## src/rtl/bp_me_pkg.sv

```systemverilog
// Memory-engine shared types: the CCE memory message and I/O arbiter helpers.
// Imported by bp_me_io_cmd_arbiter and its order FIFO.
package bp_me_pkg;

    typedef enum logic [0:0] {
        e_bp_default_cfg = 1'b0
    } bp_params_e;

    typedef enum logic [3:0] {
        e_mem_msg_rd    = 4'd0,
        e_mem_msg_wr    = 4'd1,
        e_mem_msg_uc_rd = 4'd2,
        e_mem_msg_uc_wr = 4'd3
    } bp_mem_msg_e;

    typedef struct packed {
        bp_mem_msg_e  msg_type;
        logic [2:0]   size;
        logic [39:0]  addr;
        logic [63:0]  data;
    } bp_cce_mem_msg_s;

    // Message width for a given configuration.
    function automatic int bp_me_msg_width(input bp_params_e cfg);
        case (cfg)
            default: return $bits(bp_cce_mem_msg_s);
        endcase
    endfunction

    // Requester-index width, never below one bit.
    function automatic int bp_me_io_arb_id_width(input int num_req);
        return (num_req > 1) ? $clog2(num_req) : 1;
    endfunction

endpackage

```

## src/rtl/bp_me_io_arb_order_fifo.sv

```systemverilog
// Order FIFO of requester ids for in-flight I/O commands.
// Pointers wrap modulo depth_p; count runs 0..depth_p.
module bp_me_io_arb_order_fifo #(
    parameter int depth_p = 8,
    parameter int id_w_p  = 1
) (
    input  logic              clk_i,
    input  logic              reset_i,
    input  logic              push_i,
    input  logic [id_w_p-1:0] id_i,
    input  logic              pop_i,
    output logic              full_o,
    output logic              empty_o,
    output logic [id_w_p-1:0] head_id_o
);

    localparam int ptr_w_lp = (depth_p > 1) ? $clog2(depth_p) : 1;
    localparam int cnt_w_lp = $clog2(depth_p + 1);

    logic [id_w_p-1:0]   mem_q [depth_p];
    logic [ptr_w_lp-1:0] rptr_q, rptr_d;
    logic [ptr_w_lp-1:0] wptr_q, wptr_d;
    logic [cnt_w_lp-1:0] cnt_q, cnt_d;

    function automatic logic [ptr_w_lp-1:0] wrap_inc(input logic [ptr_w_lp-1:0] p);
        return (p == ptr_w_lp'(depth_p - 1)) ? '0 : p + 1'b1;
    endfunction

    assign full_o    = (cnt_q == cnt_w_lp'(depth_p));
    assign empty_o   = (cnt_q == '0);
    assign head_id_o = mem_q[rptr_q];

    // Next pointers and count from this cycle's push/pop.
    always_comb begin
        wptr_d = push_i ? wrap_inc(wptr_q) : wptr_q;
        rptr_d = pop_i  ? wrap_inc(rptr_q) : rptr_q;
        cnt_d  = cnt_q + cnt_w_lp'(push_i) - cnt_w_lp'(pop_i);
    end

    // Pointer and count registers.
    always_ff @(posedge clk_i) begin
        if (reset_i) begin
            wptr_q <= '0;
            rptr_q <= '0;
            cnt_q  <= '0;
        end else begin
            wptr_q <= wptr_d;
            rptr_q <= rptr_d;
            cnt_q  <= cnt_d;
        end
    end

    // Id storage; contents are meaningless while empty, so no reset.
    always_ff @(posedge clk_i) begin
        if (push_i) begin
            mem_q[wptr_q] <= id_i;
        end
    end

endmodule

```

## src/rtl/bp_me_io_cmd_arbiter.sv

```systemverilog
// Shares one I/O command/response link among num_req_p loaders.
// Define BP_IO_ARB_ROUND_ROBIN_EN for round-robin; default is fixed priority.
module bp_me_io_cmd_arbiter
    import bp_me_pkg::*;
#(
    parameter bp_params_e bp_params_p       = e_bp_default_cfg,
    parameter int         num_req_p         = 2,
    parameter int         max_outstanding_p = 8,
    localparam int        msg_w_lp          = bp_me_msg_width(bp_params_p)
) (
    input  logic                               clk_i,
    input  logic                               reset_i,
    input  logic [num_req_p-1:0][msg_w_lp-1:0] io_cmd_i,
    input  logic [num_req_p-1:0]               io_cmd_v_i,
    output logic [num_req_p-1:0]               io_cmd_yumi_o,
    output logic [msg_w_lp-1:0]                io_resp_o,
    output logic [num_req_p-1:0]               io_resp_v_o,
    input  logic [num_req_p-1:0]               io_resp_ready_i,
    output logic [msg_w_lp-1:0]                mem_cmd_o,
    output logic                               mem_cmd_v_o,
    input  logic                               mem_cmd_ready_i,
    input  logic [msg_w_lp-1:0]                mem_resp_i,
    input  logic                               mem_resp_v_i,
    output logic                               mem_resp_yumi_o
);

    localparam int id_w_lp = bp_me_io_arb_id_width(num_req_p);

    logic                 fifo_full, fifo_empty;
    logic [id_w_lp-1:0]   head_id, grant_id, prio_ptr;
    logic [num_req_p-1:0] elig;
    logic                 cmd_fire;
    int                   scan_idx;

    assign elig = io_cmd_v_i & {num_req_p{~fifo_full & ~reset_i}};

    // Pointer-rotated priority encoder: first eligible from prio_ptr upward.
    always_comb begin
        grant_id    = '0;
        mem_cmd_v_o = 1'b0;
        scan_idx    = 0;
        for (int k = 0; k < num_req_p; k++) begin
            scan_idx = (int'(prio_ptr) + k) % num_req_p;
            if (!mem_cmd_v_o && elig[scan_idx]) begin
                mem_cmd_v_o = 1'b1;
                grant_id    = id_w_lp'(scan_idx);
            end
        end
    end

    assign mem_cmd_o = io_cmd_i[grant_id];
    assign cmd_fire  = mem_cmd_v_o & mem_cmd_ready_i;

    // One-hot accept to the winner.
    always_comb begin
        io_cmd_yumi_o           = '0;
        io_cmd_yumi_o[grant_id] = cmd_fire;
    end

    // Route link response to the requester at the FIFO head.
    always_comb begin
        io_resp_v_o          = '0;
        io_resp_v_o[head_id] = mem_resp_v_i & ~fifo_empty & ~reset_i;
    end

    assign io_resp_o       = mem_resp_i;
    assign mem_resp_yumi_o = io_resp_v_o[head_id] & io_resp_ready_i[head_id];

`ifdef BP_IO_ARB_ROUND_ROBIN_EN
    logic [id_w_lp-1:0] prio_ptr_q;

    // Advance past the winner only when its command is accepted.
    always_ff @(posedge clk_i) begin
        if (reset_i) begin
            prio_ptr_q <= '0;
        end else if (cmd_fire) begin
            prio_ptr_q <= (grant_id == id_w_lp'(num_req_p - 1)) ? '0 : grant_id + 1'b1;
        end
    end

    assign prio_ptr = prio_ptr_q;
`else
    assign prio_ptr = '0;
`endif

    bp_me_io_arb_order_fifo #(
        .depth_p (max_outstanding_p),
        .id_w_p  (id_w_lp)
    ) u_fifo (
        .clk_i     (clk_i),
        .reset_i   (reset_i),
        .push_i    (cmd_fire),
        .id_i      (grant_id),
        .pop_i     (mem_resp_yumi_o),
        .full_o    (fifo_full),
        .empty_o   (fifo_empty),
        .head_id_o (head_id)
    );

endmodule

```

## config.mk

```make
export PLATFORM = sky130hd
export DESIGN_NAME = bp_me_io_cmd_arbiter
export DESIGN_NICKNAME = d
export VERILOG_FILES = /design/src/rtl/bp_me_pkg.sv /design/src/rtl/bp_me_io_arb_order_fifo.sv /design/src/rtl/bp_me_io_cmd_arbiter.sv
export SDC_FILE = /design/constraint.sdc
export NUM_CORES = 1
export LEC_CHECK = 0
export BUFFER_PORTS_ARGS = -buffer_cell sky130_fd_sc_hd__clkbuf_2
export CAP_MARGIN = 20
export CORE_AREA = 2 2 221 223
export CTS_CLUSTER_SIZE = 40
export DETAILED_ROUTE_END_ITERATION = 16
export DIE_AREA = 0 0 223 225
export GPL_TIMING_DRIVEN = 0
export HOLD_SLACK_MARGIN = 0.08
export PLACE_DENSITY_LB_ADDON = 0.15
export RECOVER_POWER = 25
export SETUP_SLACK_MARGIN = 0.3
export SYNTH_ARGS = -nofsm -noshare
export SYNTH_HDL_FRONTEND = slang
export SYNTH_SLANG_ARGS = --single-unit
```

## constraint.sdc

```tcl
create_clock -name clk_i -period 3.6 [get_ports clk_i]
set_input_delay 0.36 -clock clk_i [delete_from_list [all_inputs] [get_ports clk_i]]
set_output_delay 0.36 -clock clk_i [all_outputs]
set_load 0.03 [all_outputs]
```

==> run_results.csv, run 1 <==
group,metric,value,unit
run_status,status,"finished clean",
timing,setup_viol,0,
clock_network,cts-root-buf,"clkbuf_16",
route,drc,0,
synthesis,yosys_warnings,0,
timing,maxSlewHeadroom,55.9,%
route,drt_first_iter_violations,216,
place,portBuffers,456,
clock_network,ctsResizeCount,0,
place,place_ws,613,ps
clock_network,cts-htree-levels,1,
place,dp_hpwl,26300,um
finish,seq_area,500,um2
synthesis,ys_async_sr_fraction,0,%
clock_network,postCtsHoldBufs,0,
floorplan,initial_core_util,7.67,%
synthesis,netlist_instances,346,
route,detail_route.vias_per_cell,2.95,
setup_path,cp_max_fo,5,
timing,worstMarginPinSlew,660,ps
route,wl,28000,um
floorplan,core-area,47500,um2
setup_path,cp_data_required_time,3720,ps
route,num_vias,4203,
hold_path,hp-class,"reg2reg",
synthesis,synth_edf_count,8,
global_routing,antenna_found_initial,12,
finish,area_delta_synth_final,83.9,%
setup_path,cp-startpoint,"u_fifo.cnt_q[2]",
finish,nNetsFinal,1159,
route,firstDrtPassIters,4,
global_routing,grt_pass1_wl,35100,um
route,top_layer_used,"met5",
route,ant_nets,0,
timing,setup_ws,659,ps
synthesis,synth_cell_types,38,
clock_network,path_clk_slew,60,ps
pwr,p_leak,0.00346,uW
synthesis,synth_ff_type,"dfxtp_1",
finish,finalNonFillerCells,1425,
finish,post-route-util,14.1,%
clock_network,clock_tree.buffer_depth,2,
finish,multiInputGateArea,2150,um2
setup_path,cp-start-kind,"flip-flop",
place,gp_congestion,0.993,
timing,rsz0062_at_grt,"false",
timing,whs,506,ps
floorplan,dieHeight,225,um
setup_path,path_class,"reg2reg",
global_routing,grt.overflow.total,0,
floorplan,io_pins,569,
timing,maxSlewViolCount,0,
global_routing,grt_max_degree,18,
hold_path,min-delay-start,"u_fifo.rptr_q[1]",
finish,drive_above_1_share,79.2,%
synthesis,synth_area,3650,um2
run,cap_viol_max_count,0,
clock_network,cts_tree,"yes",
timing,clock.fmax,0.340,GHz
clock_network,cts_buffers,3,
synthesis,yosysSeqAreaShare,13.7,%
route,drt-met1-wl,11800,um
timing,finClkSkew,1.60,ps
clock_network,clk-insertion-delay-late,250,ps
finish,nFillCells,5511,
timing,fin_crit_sh,81.7,%
setup_path,critPathCaptureType,"flip-flop",
timing,final-hold-violation-count,0,
floorplan,fp.dieW,223,um
setup_path,r2r-start,"u_fifo.cnt_q[2]",
floorplan,die-area,50200,um2
floorplan,num_rows,80,
synthesis,synth_seq_cells,21,
route,dr_wl_met3,3680,um
clock_network,clkSinkCount,21,
timing,setup_tns,0,ps
route,wl_met2,12100,um
timing,min_period,2940,ps
route,routedWlPerCell,19.7,um
global_routing,grt_pass1_vias,4254,
global_routing,grtUsageTotal,10.1,%
synthesis,syn_avg_cell_area,10.5,um2
clock_network,post-cts-setup-buffers,0,
place,dp.cells,1417,
synthesis,syn-num-nets,698,
pwr,powerDensity,280,nW/um2
pwr,ir_worst_vdd,0.162,mV
setup_path,arrival,3060,ps
==> routing by layer <==
metal	global-route usage, %	up-vias
li1	-	2014
met1	13.4	1890
met2	14.8	267
met3	4.84	22
met4	1.71	10
met5	0.0978	-
==> report_power, final <==
| group | total (uW) | leakage, uW | internal, uW | switching, uW |
|---|---|---|---|---|
| Combinational | 1350 | 0.00324 | 544 | 809 |
| Sequential | 287 | 0.000180 | 271 | 16.9 |
| Clock | 235 | 0.0000382 | 151 | 84.1 |
| Total | 1880 | 0.00346 | 966 | 910 |
==> per-stage QoR <==
step | instance area, um2 | total power, uW
4_1_cts | 6780 | 1910
3_3_place_gp | 6700 | 1680
3_5_place_dp | 6700 | 1670
6_report | 6710 | 1880
2_1_floorplan | 3650 | 1210
5_1_grt | 6710 | 1980
==> final cells by class <==
| class | instances | share of cell area (%) |
|---|---|---|
| multi-input cells | 189 | 32.1 |
| diodes | 4 | 0.149 |
| repair buffers | 456 | 32.8 |
| clock buffers | 4 | 1.18 |
| well taps | 615 | 11.5 |
| plain buffers | 126 | 14.3 |
| inverters | 10 | 0.560 |
| flip-flops and latches | 21 | 7.46 |
==> synth_stat cells (2+ instances only) <==
| cell | number | share of area (%) |
|---|---|---|
| a21oi_1 | 4 | 0.55 |
| a311oi_1 | 2 | 0.48 |
| buf_2 | 6 | 0.82 |
| buf_4 | 111 | 23 |
| buf_6 | 8 | 2.5 |
| dfxtp_1 | 13 | 7.1 |
| edfxtp_1 | 8 | 6.6 |
| ha_1 | 10 | 3.4 |
| inv_1 | 10 | 1.0 |
| mux2_2 | 41 | 13 |
| mux2_4 | 71 | 29 |
| mux2i_1 | 3 | 0.82 |
| mux4_1 | 2 | 1.4 |
| nand2_1 | 3 | 0.31 |
| nand2b_1 | 9 | 1.5 |
| nor2_1 | 12 | 1.2 |
| nor2b_1 | 4 | 0.69 |
| nor3_1 | 6 | 0.82 |
| nor3b_1 | 2 | 0.41 |
| nor4_1 | 2 | 0.34 |
| xnor2_1 | 2 | 0.48 |
==> placed cells by master (no fill, tap or decap), types with 6 or more instances in the layout <==
cell type,count
nor3_1,6
nand2b_1,9
mux2_2,41
buf_2,6
clkbuf_1,65
ha_1,10
mux2_4,71
inv_1,10
edfxtp_1,8
dfxtp_1,13
nor2_1,12
buf_6,8
buf_4,111
clkbuf_2,392
==> worst max-delay path, stage by stage, from the launching register on <==
cell and delay (ps):
dfxtp_1 290, inv_1 90, ha_1 180, nor3b_1 560
nor3_1 200, mux2_4 340, ha_1 280, inv_1 40
ha_1 200, fa_1 400, xnor2_1 180, nor2_1 50
==> worst paths after layout <==
| path | to | slack [ps] | cells after the start |
|---|---|---|---|
| min | u_fifo.rptr_q[1] | 510 | 2 |
| max | u_fifo.cnt_q[2] | 660 | 11 |
| min reg2reg | u_fifo.rptr_q[1] | 510 | 2 |
| max reg2reg | u_fifo.cnt_q[2] | 660 | 11 |
==> cell families (layout without fill, tap and decap cells) <==
family,count (synthesis),in the layout,share of synthesized area (%)
buffers and inverters,136,596,27.3
DFF,21,21,13.7
muxes,118,118,44.8
AOI/OAI and AO/OA,12,12,2.85
other,0,4,0
adders and majority gates,11,11,3.98
xor gates and xnor gates,2,2,0.480
and+or+nand+nor,46,46,6.93
(Power assumes the default switching activity.)
==> inputs of run 2 (changes only) <==
==> constraint.sdc (replaced) <==
create_clock -name clk_i -period 2.75 [get_ports clk_i]
set_input_delay 0.275 -clock clk_i [delete_from_list [all_inputs] [get_ports clk_i]]
set_output_delay 0.275 -clock clk_i [all_outputs]
set_load 0.03 [all_outputs]
==> run_results.csv, run 2 (synthesis results as in run 1) <==
group,metric,value,unit
run_status,status,"finished clean",
route,firstDrtPassIters,4,
finish,multiInputGateArea,2240,um2
finish,seq_area,505,um2
place,dp.cells,1417,
floorplan,num_rows,80,
setup_path,worst_path_most_repeated_cell,"ha_4",
pwr,ir_worst_vdd,0.225,mV
floorplan,io_pins,569,
finish,area_delta_synth_final,126,%
pwr,p_leak,0.00402,uW
timing,worstMarginPinSlew,621,ps
clock_network,cts_tree,"yes",
pwr,power_frac_clock,10.7,%
route,drt_first_iter_violations,99,
route,routedWlPerCell,15.2,um
finish,final_common_cell,"clkbuf_2",
setup_path,cp_data_required_time,2930,ps
floorplan,dieHeight,225,um
setup_path,cp_cell_sequence,"mux4_2, mux2i_4, mux2_4, ha_4, inv_2, ha_4, fa_2, nor2b_1",
clock_network,postCtsHoldBufs,0,
floorplan,fp.dieW,223,um
route,ant_nets,0,
timing,fin_crit_sh,93.6,%
pwr,powerDensity,350,nW/um2
run,cap_viol_max_count,0,
place,dp_hpwl,19100,um
pwr,p_seq_share,13.3,%
clock_network,clk-insertion-delay-late,250,ps
setup_path,cp_max_fo,2,
setup_path,cp-start-kind,"flip-flop",
floorplan,core-area,47500,um2
clock_network,cts-htree-levels,1,
setup_path,path_class,"reg2reg",
timing,setup_viol,0,
clock_network,cts-root-buf,"clkbuf_16",
finish,finalNonFillerCells,1455,
setup_path,arrival,2760,ps
pwr,switching_share,42.8,%
setup_path,critPathCaptureType,"flip-flop",
timing,final-hold-violation-count,0,
global_routing,grt.overflow.total,0,
clock_network,clock_tree.buffer_depth,2,
timing,finClkSkew,2.25,ps
timing,clock.fmax,0.389,GHz
hold_path,hp-class,"in2reg",
finish,drive_above_1_share,82.0,%
route,detail_route.vias_per_cell,2.92,
clock_network,cts_buffers,3,
floorplan,initial_core_util,7.67,%
global_routing,grt_pass1_wl,28000,um
pwr,p_int,1650,uW
finish,post-route-util,17.4,%
timing,maxSlewViolCount,0,
global_routing,antenna_found_initial,3,
global_routing,grt_pass1_vias,4221,
clock_network,clkSinkCount,21,
place,gp_congestion,0.753,
place,place_area,6720,um2
route,wl,22100,um
setup_path,cpPeakStageDelay,530,ps
timing,rsz0062_at_grt,"true",
route,num_vias,4249,
pwr,combPwrFrac,76.0,%
global_routing,grt_max_degree,18,
timing,maxSlewHeadroom,58.6,%
finish,nNetsFinal,1190,
route,drc,0,
finish,layout_common_cells,"286 x clkbuf_2, 124 x buf_4, 76 x mux2_4",
timing,setup_ws,177,ps
global_routing,grtUsageTotal,7.56,%
floorplan,die-area,50200,um2
clock_network,path_clk_slew,60,ps
finish,nFillCells,5379,
pwr,power_switching,1240,uW
setup_path,regToRegSetupSlack,180,ps
place,portBuffers,456,
place,place_ws,-52.8,ps
finish,final_area,8250,um2
timing,min_period,2570,ps
timing,setup_tns,0,ps
setup_path,worst_path_max_delay_cell,"mux4_2",
## run 2: cell types whose count changed in the layout (fill, tap and decap cells not counted), sizes merged
cell,previous run,this run
diode,4,3
buf,126,215
clkbuf,460,401
clkinv,0,1
## run 2: metrics by stage
stage / total power (uW) / hold WS [ps]
after floorplan: 1610 / 468
after global placement: 2170 / 501
after detailed placement: 2160 / 506
after CTS: 2820 / 489
after global routing: 3050 / 542
final: 2890 / 488
## run 2: repair_timing
item,CTS,global route
endpoints found under the setup margin,115,113
gates cloned,7,4
buffers inserted,15,5
pin swaps,4,5
hold endpoints to repair,0,0
resized for setup,189,151
## run 2: worst paths after layout
kind / endpoint / depth (start not counted) / from
worst min-delay path: u_fifo.rptr_q[2] / 4 / io_resp_ready_i[0]
worst max register to register: u_fifo.cnt_q[1] / 8 / flip-flop
worst max-delay path: u_fifo.cnt_q[1] / 8 / flip-flop
worst min register to register: u_fifo.rptr_q[1] / 2 / u_fifo.rptr_q[1]
## run 2: power groups by stage
stage               registers [uW]  clock network (uW)  logic, uW
CTS                            385                 325       2110
detailed placement             384                   0       1770
floorplan                      378                   0       1230
finish                         385                 309       2200
global placement               385                   0       1780
global route                   389                 333       2330
## run 2: final cells by class
class                      count  share of cell area [%]
antenna                        3                  0.0910
buffer                       126                    13.4
clock buffer                   3                   0.910
clock inverter                 1                  0.0606
inverter                      10                   0.455
multi-input combinational    189                    27.1
sequential                    21                    6.12
tap                          615                    9.32
timing repair buffer         487                    42.5
## run 2: routing by layer
metal	vias to the layer above	part of all wire, %	GRT usage, %
met5	-	0	0
met4	0	1.5	1.58
met3	16	6.9	1.41
met2	237	52	13.9
met1	1916	40	9.12
li1	2080	-	-
## run 2: worst max-delay path: cells and delay by family, from the launching register on
kind                     cells  cell delay (ps)
flip-flops                   1              360
AND/OR/NAND/NOR              1              110
buffers and inverters        1               30
multiplexers                 3             1070
adder cells (fa/ha/maj)      3              920
==> inputs of run 3 (changes only) <==
--- a/config.mk
+++ b/config.mk
@@ -5,6 +5,7 @@
 export SDC_FILE = /design/constraint.sdc
 export NUM_CORES = 1
 export LEC_CHECK = 0
+export ABC_CLOCK_PERIOD_IN_PS = 2750
 export BUFFER_PORTS_ARGS = -buffer_cell sky130_fd_sc_hd__clkbuf_2
 export CAP_MARGIN = 20
 export CORE_AREA = 2 2 221 223
@@ -13,8 +14,8 @@
 export DIE_AREA = 0 0 223 225
 export GPL_TIMING_DRIVEN = 0
 export HOLD_SLACK_MARGIN = 0.08
-export PLACE_DENSITY_LB_ADDON = 0.15
-export RECOVER_POWER = 25
+export PLACE_DENSITY = 0.31
+export RECOVER_POWER = 50
 export SETUP_SLACK_MARGIN = 0.3
 export SYNTH_ARGS = -nofsm -noshare
 export SYNTH_HDL_FRONTEND = slang
==> run_results.csv, run 3 (synthesis results as in run 1) <==
group,metric,value,unit
finish,layout_common_cells,"317 x clkbuf_2, 123 x buf_4, 114 x clkbuf_1",
clock_network,clkSinkCount,21,
floorplan,core-area,47500,um2
global_routing,antenna_found_initial,1,
finish,final_area,7080,um2
route,wl,20500,um
setup_path,cp_max_fo,2,
finish,final_common_cell,"clkbuf_2",
floorplan,fp.dieW,223,um
timing,setup_viol,0,
route,detail_route.vias_per_cell,2.95,
floorplan,io_pins,569,
finish,nFillCells,5466,
setup_path,cp_cell_sequence,"mux4_2, mux2i_4, mux2_4, ha_4, inv_2, ha_4, fa_2, nor2b_1",
setup_path,path_class,"reg2reg",
place,place_ws,-14.7,ps
pwr,ir_worst_vdd,0.187,mV
finish,drive_above_1_share,75.2,%
clock_network,path_clk_slew,60,ps
setup_path,critPathBufInv,1,
setup_path,crit_family,"multiplexers",
timing,final-hold-violation-count,0,
route,drt_first_iter_violations,133,
timing,fin_crit_sh,93.6,%
global_routing,grt.overflow.total,0,
clock_network,cts-htree-levels,1,
setup_path,cp_data_required_time,2940,ps
setup_path,cpPeakStageDelay,530,ps
setup_path,cp-start-kind,"flip-flop",
timing,finClkSkew,1.59,ps
route,ant_nets,0,
clock_network,clock_tree.buffer_depth,2,
clock_network,cts_buffers,3,
setup_path,arrival,2760,ps
floorplan,initial_core_util,7.67,%
finish,nNetsFinal,1171,
clock_network,clk-insertion-delay-late,250,ps
setup_path,critPathCaptureType,"flip-flop",
run,cap_viol_max_count,0,
timing,setup_tns,0,ps
place,place_area,6720,um2
pwr,powerDensity,365,nW/um2
global_routing,grt_pass1_vias,4117,
clock_network,postCtsHoldBufs,0,
floorplan,die-area,50200,um2
timing,rsz0062_at_grt,"true",
setup_path,worst_path_max_delay_cell,"mux4_2",
place,portBuffers,456,
setup_path,worst_path_most_repeated_cell,"ha_4",
global_routing,grt_max_degree,18,
clock_network,cts_tree,"yes",
timing,min_period,2570,ps
global_routing,grt_pass1_wl,26700,um
timing,maxSlewViolCount,0,
finish,area_delta_synth_final,94.0,%
finish,post-route-util,14.9,%
timing,worstMarginPinSlew,990,ps
place,dp_hpwl,18500,um
route,firstDrtPassIters,4,
place,gp_congestion,0.778,
clock_network,cts-root-buf,"clkbuf_16",
floorplan,num_rows,80,
hold_path,hp-class,"in2reg",
floorplan,dieHeight,225,um
run_status,status,"finished clean",
pwr,finalPower,2580,uW
pwr,p_leak,0.00346,uW
timing,setup_ws,177,ps
timing,clock.fmax,0.389,GHz
route,num_vias,4232,
route,drc,0,
route,routedWlPerCell,14.3,um
timing,maxSlewHeadroom,33.9,%
global_routing,grtUsageTotal,7.12,%
run 3: timing repair:
action	CTS	global route
resized for setup	54	32
gates cloned	2	1
setup endpoints to repair	115	104
setup buffers	6	3
pin swaps	2	3
run 3: worst reg2reg max path: stages (launching register included):
cell and delay [ps]:
dfxtp_4 360, mux4_2 530, mux2i_4 200, mux2_4 350, ha_4 270, inv_2 30, ha_4 150, fa_2 500
nor2b_1 110
run 3: worst paths after layout:
kind	from	to	slack [ps]	depth (start not counted)
setup reg to reg	flip-flop	u_fifo.cnt_q[1]	180	8
hold / removal	io_resp_ready_i[0]	flip-flop	490	4
hold reg to reg	u_fifo.rptr_q[1]	flip-flop	500	2
setup / recovery	flip-flop	u_fifo.cnt_q[1]	180	8
run 3: area by class of cell:
class	instances	area [um2]	area share, %
multi-input combinational	189	2220	31.3
clock buffer	4	78.8	1.11
sequential	21	505	7.14
antenna	1	2.50	0.0354
tap	615	769	10.9
inverter	10	37.5	0.530
timing repair buffer	468	2380	33.6
buffer	126	1090	15.4
run 3: per-stage QoR:
| step | hold slack [ps] | cells |
|---|---|---|
| 6_report | 485 | 1434 |
| 5_1_grt | 523 | 1434 |
| 4_1_cts | 490 | 1429 |
| 3_5_place_dp | 495 | 1417 |
| 3_3_place_gp | 502 | 1417 |
| 2_1_floorplan | 468 | 346 |
run 3: layer usage:
| metal | GRT usage [%] | part of all wire, % |
|---|---|---|
| met1 | 8.57 | 40 |
| met2 | 12.3 | 49 |
| met3 | 1.13 | 7.1 |
| met4 | 3.59 | 4.8 |
| met5 | 0 | 0 |
run 3: where the power goes:
group | total [uW] | internal (uW) | switching, uW
logic | 1890 | 847 | 1040
registers | 384 | 356 | 28.3
clock network | 310 | 198 | 112
total | 2580 | 1400 | 1180
